<file path="config.mk">
export PLATFORM = sky130hd
export DESIGN_NAME = pwm_ctrl_regs_flat
export DESIGN_NICKNAME = d
export VERILOG_FILES = /design/src/rtl/pwm_ctrl_pkg.sv /design/src/rtl/pwm_ctrl_regs_if.sv /design/src/rtl/pwm_load_sequencer.sv /design/src/rtl/pwm_ctrl_regs.sv /design/src/flat_wrapper.sv
export SDC_FILE = /design/constraint.sdc
export NUM_CORES = 1
export LEC_CHECK = 0
export ABC_AREA = 1
export CAP_MARGIN = 40
export CORE_MARGIN = 1.5
export CORE_UTILIZATION = 58
export CTS_BUF_LIST = sky130_fd_sc_hd__clkbuf_4
export CTS_CLUSTER_DIAMETER = 40
export CTS_CLUSTER_SIZE = 12
export DETAILED_ROUTE_END_ITERATION = 16
export GPL_TIMING_DRIVEN = 0
export PLACE_DENSITY = 0.9
export SLEW_MARGIN = 10
export SYNTH_ARGS = -nofsm -noshare
export SYNTH_HDL_FRONTEND = slang
export SYNTH_HIERARCHICAL = 1
export SYNTH_SLANG_ARGS = --single-unit
</file>
<file path="constraint.sdc">
create_clock -name sys_clk -period 7.64 [get_ports sys_clk]
set_input_delay 1.528 -clock sys_clk [delete_from_list [all_inputs] [get_ports sys_clk]]
set_output_delay 1.528 -clock sys_clk [all_outputs]
set_load 0.02 [all_outputs]
</file>
<file path="src/rtl/pwm_ctrl_pkg.sv">
// ============================================================================
// Module  : pwm_ctrl_pkg
// Brief   : Shared encodings and constants for the PWM control register block.
// Rev     : 1.0  initial release
// ============================================================================
`default_nettype none

package pwm_ctrl_pkg;

  typedef enum logic [2:0] {
    ST_IDLE  = 3'd0,
    ST_SCAN  = 3'd1,
    ST_SETUP = 3'd2,
    ST_LOAD  = 3'd3,
    ST_DONE  = 3'd4
  } seq_state_e;

  localparam int DUTY_MSB   = 15;
  localparam int DUTY_LSB   = 8;
  localparam int PERIOD_MSB = 7;
  localparam int PERIOD_LSB = 0;

  localparam int STAT_BUSY_BIT  = 0;
  localparam int STAT_PEND_BIT  = 1;
  localparam int STAT_DIRTY_LSB = 2;

  // Control registers sit directly above the shadow bank.
  localparam int COMMIT_OFFSET = 0;
  localparam int STATUS_OFFSET = 1;

  function automatic int idx_width(input int channels);
    return (channels > 1) ? $clog2(channels) : 1;
  endfunction

  function automatic int commit_addr(input int channels);
    return channels + COMMIT_OFFSET;
  endfunction

  function automatic int status_addr(input int channels);
    return channels + STATUS_OFFSET;
  endfunction

endpackage

`default_nettype wire

</file>
<file path="src/rtl/pwm_ctrl_regs_if.sv">
// ============================================================================
// Module  : pwm_ctrl_regs_if
// Brief   : Processor-side register bus for the PWM control block.
// Rev     : 1.0  initial release
// ============================================================================
`default_nettype none

interface pwm_ctrl_regs_if #(
  parameter int ADDR_WIDTH = 4,
  parameter int DATA_WIDTH = 16
);

  logic                  wr_en;
  logic                  rd_en;
  logic [ADDR_WIDTH-1:0] addr;
  logic [DATA_WIDTH-1:0] wdata;
  logic [DATA_WIDTH-1:0] rdata;

  modport master (
    output wr_en,
    output rd_en,
    output addr,
    output wdata,
    input  rdata
  );

  modport slave (
    input  wr_en,
    input  rd_en,
    input  addr,
    input  wdata,
    output rdata
  );

endinterface

`default_nettype wire

</file>
<file path="src/rtl/pwm_load_sequencer.sv">
// ============================================================================
// Module  : pwm_load_sequencer
// Brief   : Commit walker: visits each channel, sets up and pulses load on
//           dirty channels only, queues one commit requested mid-pass.
// Rev     : 1.0  initial release
// ============================================================================
`default_nettype none

module pwm_load_sequencer
  import pwm_ctrl_pkg::*;
#(
  parameter int CHANNELS = 4,
  parameter int IDX_W    = 2
) (
  input  wire                 sys_clk,
  input  wire                 reset,
  input  wire                 commit_i,
  input  wire  [CHANNELS-1:0] dirty_i,
  output logic [IDX_W-1:0]    idx_o,
  output logic                capture_o,
  output logic                clear_o,
  output logic                busy_o,
  output logic                pending_o,
  output logic                commit_done_o,
  output logic [CHANNELS-1:0] pwm_load_o
);

  localparam logic [IDX_W-1:0] c_LAST_IDX = IDX_W'(CHANNELS - 1);

  seq_state_e       state_q, state_d;
  logic [IDX_W-1:0] idx_q, idx_d;
  logic             pending_q, pending_d;
  logic             busy_q;

  always_ff @(posedge sys_clk or posedge reset) begin
    if (reset) begin
      state_q   <= ST_IDLE;
      idx_q     <= '0;
      pending_q <= 1'b0;
      busy_q    <= 1'b0;
    end else begin
      state_q   <= state_d;
      idx_q     <= idx_d;
      pending_q <= pending_d;
      busy_q    <= (state_d != ST_IDLE);
    end
  end

  always_comb begin
    state_d       = state_q;
    idx_d         = idx_q;
    pending_d     = pending_q;
    capture_o     = 1'b0;
    clear_o       = 1'b0;
    commit_done_o = 1'b0;

    case (state_q)
      ST_IDLE: begin
        if (commit_i) state_d = ST_SCAN;
      end
      ST_SCAN: begin
        if (dirty_i[idx_q]) begin
          state_d   = ST_SETUP;
          capture_o = 1'b1;
        end else if (idx_q == c_LAST_IDX) begin
          state_d = ST_DONE;
        end else begin
          idx_d = idx_q + IDX_W'(1);
        end
      end
      ST_SETUP: begin
        state_d = ST_LOAD;
      end
      ST_LOAD: begin
        clear_o = 1'b1;
        if (idx_q == c_LAST_IDX) begin
          state_d = ST_DONE;
        end else begin
          idx_d   = idx_q + IDX_W'(1);
          state_d = ST_SCAN;
        end
      end
      ST_DONE: begin
        commit_done_o = 1'b1;
        idx_d         = '0;
        // A commit landing in DONE folds into the queued pass.
        if (pending_q || commit_i) begin
          pending_d = 1'b0;
          state_d   = ST_SCAN;
        end else begin
          state_d = ST_IDLE;
        end
      end
      default: begin
        state_d = ST_IDLE;
        idx_d   = '0;
      end
    endcase

    if (commit_i && (state_q != ST_IDLE) && (state_q != ST_DONE)) pending_d = 1'b1;
  end

  // Decoded from registered state so reset removes a pulse immediately.
  for (genvar i = 0; i < CHANNELS; i++) begin : g_load
    assign pwm_load_o[i] = (state_q == ST_LOAD) && (idx_q == IDX_W'(i));
  end

  assign idx_o     = idx_q;
  assign busy_o    = busy_q;
  assign pending_o = pending_q;

endmodule

`default_nettype wire

</file>
<file path="src/rtl/pwm_ctrl_regs.sv">
// ============================================================================
// Module  : pwm_ctrl_regs
// Brief   : Shadow duty/period register bank with commit-driven, glitch-free
//           update of the downstream PWM driver channels.
// Build   : define PWM_CTRL_READBACK_EN to read shadow words back over the bus.
// Rev     : 1.0  initial release
// ============================================================================
`default_nettype none

module pwm_ctrl_regs
  import pwm_ctrl_pkg::*;
#(
  parameter int CHANNELS   = 4,
  parameter int DATA_WIDTH = 16,
  parameter int ADDR_WIDTH = 4
) (
  input  wire                             sys_clk,
  input  wire                             reset,
  pwm_ctrl_regs_if.slave                  bus,
  output logic                            busy,
  output logic                            commit_done,
  output wire  [CHANNELS*DATA_WIDTH-1:0]  pwm_data,
  output logic [CHANNELS-1:0]             pwm_load
);

  localparam int                    c_IDX_W       = idx_width(CHANNELS);
  localparam logic [ADDR_WIDTH-1:0] c_COMMIT_ADDR = ADDR_WIDTH'(commit_addr(CHANNELS));
  localparam logic [ADDR_WIDTH-1:0] c_STATUS_ADDR = ADDR_WIDTH'(status_addr(CHANNELS));

  wire  [CHANNELS-1:0]   w_wr_ch;
  wire  [CHANNELS-1:0]   w_sel;
  wire  [CHANNELS-1:0]   w_dirty;
  logic [c_IDX_W-1:0]    w_idx;
  logic                  w_capture;
  logic                  w_clear;
  logic                  w_pending;
  logic                  w_commit;
  logic                  w_wr_active;
  logic [DATA_WIDTH-1:0] w_status;
  logic [DATA_WIDTH-1:0] w_rd_mux;
  logic [DATA_WIDTH-1:0] rdata_q;
  logic                  stale_q;

`ifdef PWM_CTRL_READBACK_EN
  logic [DATA_WIDTH-1:0] w_shadow [CHANNELS];
`endif

  assign w_commit    = bus.wr_en && (bus.addr == c_COMMIT_ADDR);
  assign w_wr_active = |(w_wr_ch & w_sel);

  for (genvar i = 0; i < CHANNELS; i++) begin : g_ch
    logic [DATA_WIDTH-1:0] shadow_q;
    logic [DATA_WIDTH-1:0] data_q;
    logic                  dirty_q;

    assign w_wr_ch[i] = bus.wr_en && (bus.addr == ADDR_WIDTH'(i));
    assign w_sel[i]   = (w_idx == c_IDX_W'(i));

    always_ff @(posedge sys_clk or posedge reset) begin
      if (reset) begin
        shadow_q <= '0;
        data_q   <= '0;
        dirty_q  <= 1'b0;
      end else begin
        if (w_wr_ch[i]) begin
          shadow_q <= bus.wdata;
          dirty_q  <= 1'b1;
        end else if (w_clear && w_sel[i] && !stale_q) begin
          dirty_q <= 1'b0;
        end
        // Driver word moves on entry to SETUP and is held through LOAD.
        if (w_capture && w_sel[i]) data_q <= shadow_q;
      end
    end

    assign w_dirty[i]                              = dirty_q;
    assign pwm_data[i*DATA_WIDTH +: DATA_WIDTH]    = data_q;
`ifdef PWM_CTRL_READBACK_EN
    assign w_shadow[i]                             = shadow_q;
`endif
  end

  // Remembers a write to the active channel after its word was captured, so
  // the LOAD-time clear cannot drop an update that this pass did not apply.
  always_ff @(posedge sys_clk or posedge reset) begin
    if (reset) begin
      stale_q <= 1'b0;
    end else begin
      stale_q <= w_capture ? w_wr_active : (stale_q | w_wr_active);
    end
  end

  pwm_load_sequencer #(
    .CHANNELS (CHANNELS),
    .IDX_W    (c_IDX_W)
  ) u_seq (
    .sys_clk       (sys_clk),
    .reset         (reset),
    .commit_i      (w_commit),
    .dirty_i       (w_dirty),
    .idx_o         (w_idx),
    .capture_o     (w_capture),
    .clear_o       (w_clear),
    .busy_o        (busy),
    .pending_o     (w_pending),
    .commit_done_o (commit_done),
    .pwm_load_o    (pwm_load)
  );

  always_comb begin
    w_status                             = '0;
    w_status[STAT_BUSY_BIT]              = busy;
    w_status[STAT_PEND_BIT]              = w_pending;
    w_status[STAT_DIRTY_LSB +: CHANNELS] = w_dirty;
  end

  always_comb begin
    w_rd_mux = '0;
    if (bus.addr == c_STATUS_ADDR) w_rd_mux = w_status;
`ifdef PWM_CTRL_READBACK_EN
    for (int k = 0; k < CHANNELS; k++) begin
      if (bus.addr == ADDR_WIDTH'(k)) w_rd_mux = w_shadow[k];
    end
`endif
  end

  always_ff @(posedge sys_clk or posedge reset) begin
    if (reset) begin
      rdata_q <= '0;
    end else if (bus.rd_en) begin
      rdata_q <= w_rd_mux;
    end
  end

  assign bus.rdata = rdata_q;

endmodule

`default_nettype wire

</file>
<file path="src/flat_wrapper.sv">
// flat-port wrapper written by rule: the top's interface ports become plain ports
module pwm_ctrl_regs_flat import pwm_ctrl_pkg::*;
#(
  parameter int CHANNELS   = 4,
  parameter int DATA_WIDTH = 16,
  parameter int ADDR_WIDTH = 4
)
  (sys_clk, reset, busy, commit_done, pwm_data, pwm_load, bus_wr_en, bus_rd_en, bus_addr, bus_wdata, bus_rdata);
  pwm_ctrl_regs_if #(.ADDR_WIDTH(ADDR_WIDTH), .DATA_WIDTH(DATA_WIDTH)) bus_i ();
  input  wire sys_clk;
  input  wire reset;
  output logic busy;
  output logic commit_done;
  output wire  [CHANNELS*DATA_WIDTH-1:0] pwm_data;
  output logic [CHANNELS-1:0] pwm_load;
  input wire logic [$bits(bus_i.wr_en)-1:0] bus_wr_en;
  input wire logic [$bits(bus_i.rd_en)-1:0] bus_rd_en;
  input wire logic [$bits(bus_i.addr)-1:0] bus_addr;
  input wire logic [$bits(bus_i.wdata)-1:0] bus_wdata;
  output wire logic [$bits(bus_i.rdata)-1:0] bus_rdata;
  assign bus_i.wr_en = bus_wr_en;
  assign bus_i.rd_en = bus_rd_en;
  assign bus_i.addr = bus_addr;
  assign bus_i.wdata = bus_wdata;
  assign bus_rdata = bus_i.rdata;
  pwm_ctrl_regs #(.CHANNELS(CHANNELS), .DATA_WIDTH(DATA_WIDTH), .ADDR_WIDTH(ADDR_WIDTH)) u_core (.sys_clk(sys_clk), .reset(reset), .bus(bus_i), .busy(busy), .commit_done(commit_done), .pwm_data(pwm_data), .pwm_load(pwm_load));
endmodule
</file>
==> qor.yml <==
outcome:
  run_status: "finished, final reports clean"
route:
  drt_iter0_markers: 261
  wl_um: 13500
  wl_per_cell_um: 16.4
  drcViolationCount: 0
  vias: 4479
  via_per_inst: 5.45
  ant_nets: 0
  first_pass_iters: 5
clock_network:
  path_clk_slew_ns: 0.13
  cts_buffers: 17
  cts.sinks: 146
  ctsResizeCount: 0
  cts_setup_buffers: 0
  tritoncts: "done"
  cts_max_level: 4
  hold_buffers: 0
  clk_latency_ns: 0.53
  root_buffer: "clkbuf_4"
  cts.path.max_buffers: 2
sta:
  fin_skew_ns: 0.0172
  fmax_mhz: 276
  finalSetupViolCount: 0
  hold_viol: 0
  fin_crit_sh: 0.474
  holdWs_ns: 0.487
  fin_setup_tns_ns: 0
  fin_crit_ns: 3.62
  drv_slew: 0
  rsz0062_at_grt: "no"
power:
  power_switching_w: 0.000956
  p_per_area_nw_per_um2: 355
  swShare: 0.364
  combPwrFrac: 0.375
  power.internal_w: 0.00167
  clockPowerShare: 0.183
  vdd_drop_max_mv: 0.215
  p_leak_nw: 3.62
  seq_power_share: 0.442
  finalPower_w: 0.00263
synth:
  avgSynthCellArea_sq_um: 10.7
  syn_area_sq_um: 5880
  synth-main-ff-cell: "dfrtp_1"
  yosysTopAreaCell: "dfrtp_1"
  async_flop_share: 1.00
  synth.distinct_cells: 25
  synth_area_leaders: "dfrtp_1, mux2_2, nand2_1"
  synth_cells: 548
  synth.top_cell.area_share: 0.621
  ys_seq_area_frac: 0.621
  synth_edf_count: 0
  synth-seq-cells: 146
  synth_warnings: 6
  synth.most_common_cell: "dfrtp_1"
  ys_top_cells_by_count: "dfrtp_1, nand2_1, o21ai_0, mux2_2, inv_1"
global_route:
  grt_pass1_vias: 4457
  antenna_found_initial: 0
  grt_pass1_wl_um: 22100
  grt_use_total: 0.263
  grt.overflow.total: 0
  grt_max_degree: 91
place:
  place_congestion: 0.832
  port-buffer-count: 99
  hpwl_um: 9530
  dp.cells: 790
setup_path:
  end_kind: "output pin"
  worstSetupPathType: "reg -> out"
  cp.required_ns: 6.11
  worst_setup_path_start_kind: "flop"
  startpoint: "u_core/u_seq/state_q[2]"
  r2r_slack_ns: 5.63
  worstPathArrival_ns: 2.10
  reg2reg_to: "u_core/g_ch[3].data_q[6]"
  r2r-start: "u_core/u_seq/idx_o[0]"
  r2r_cells: 9
  worst-path-max-fanout: 7
  crit_end: "pwm_load[3]"
die:
  fp.dieW_um: 104
  core_sq_um: 9820
  io_pins: 110
  rows: 36
  die_y_um: 104
  die_area_sq_um: 10700
  start_util: 0.599
cells_and_area:
  final_util: 0.753
  num_antenna_cells: 0
  syn_to_final_growth_pct: 25.7
  fin_nets: 704
  drive_above_1_share: 0.173
  fin_cells: 822
job:
  drv_cap: 0
hold_path:
  hp-class: "reg -> reg"
## how the worst min path moves through the flow
stage,cells after the start,end,slack [ns],startpoint
after floorplan,2,u_core/g_ch[1].shadow_q[0],0.45,u_core/g_ch[1].shadow_q[0]
final,2,u_core/g_ch[0].data_q[15],0.49,u_core/g_ch[0].data_q[15]
after global placement,2,u_core/g_ch[0].data_q[15],0.45,u_core/g_ch[0].data_q[15]
after detailed placement,2,u_core/g_ch[0].data_q[15],0.46,u_core/g_ch[0].data_q[15]
after CTS,2,u_core/g_ch[0].data_q[15],0.49,u_core/g_ch[0].data_q[15]
after global routing,2,u_core/g_ch[0].data_q[13],0.51,u_core/g_ch[0].data_q[13]
## through the flow
stage | area [sq um] | setup WS [ns]
3_5_place_dp | 7100 | 4.44
4_1_cts | 7390 | 3.99
5_1_grt | 7390 | 3.90
3_3_place_gp | 7070 | 0.888
6_report | 7390 | 4.02
2_1_floorplan | 5910 | 2.39
## per-layer routing
metal,global-route usage,part of all wire,vias up
li1,-,-,2022
met1,0.325,0.40,2210
met2,0.450,0.51,226
met3,0.0636,0.072,21
met4,0.103,0.018,0
met5,0,0,-
## sequential cells by signal, summed over array words and instances, names as in the netlist
| name | cells |
|---|---|
| u_core/g_ch.data_q | 64 |
| u_core/u_seq/state_q | 3 |
| u_core/u_seq/busy_o | 1 |
| u_core/stale_q | 1 |
| u_core/bus.rdata | 6 |
| u_core/g_ch.shadow_q | 64 |
| u_core/u_seq/pending_o | 1 |
| u_core/g_ch.dirty_q | 4 |
| u_core/u_seq/idx_o | 2 |
## cell usage in the layout, fill, tap and decap left out, drive strengths merged
cell type,count
dfrtp,146
nand2,135
clkdlybuf4s50,99
o21ai,69
inv,49
mux2,48
clkbuf,32
nand3,31
nor2,20
buf,20
conb,10
o22ai,6
clkinv,5
ha,4
clkinvlp,3
nand4,3
nor3,3
bufinv,2
a21oi,2
or2,1
a21boi,1
## final cells by class
cell class	count	area, sq um
sequential	146	3650
fill	664	2430
multi-input combinational	333	1880
timing repair buffer	100	1020
buffer	33	213
inverter	45	174
tap	133	166
clock inverter	14	154
clock buffer	18	135
## critical path, stage by stage, from the launching register on
cell and delay (ns):
dfrtp_1 0.44, inv_2 0.14, nand3_2 0.14, inv_1 0.11, nand2_1 0.09, inv_1 0.06
clkdlybuf4s50_1 0.59
## kinds of logic (layout without fill, tap and decap cells)
logic type	after synthesis	count (layout)	synth area share
flops	146	146	0.621
fa+ha+maj	4	4	0.00851
simple gates	193	193	0.144
buf+inv	78	210	0.0649
mux	48	48	0.0919
compound gates	78	78	0.0681
other cells	1	10	0.000638
## power groups by stage
stage	sequential (W)	combinational (W)	clock, W
CTS	0.00116	0.000986	0.000490
detailed placement	0.00117	0.000977	0
global route	0.00119	0.00106	0.000521
finish	0.00116	0.000984	0.000481
floorplan	0.00131	0.000396	0
global placement	0.00116	0.000937	0
No activity file was read; power rests on OpenSTA's default activity.
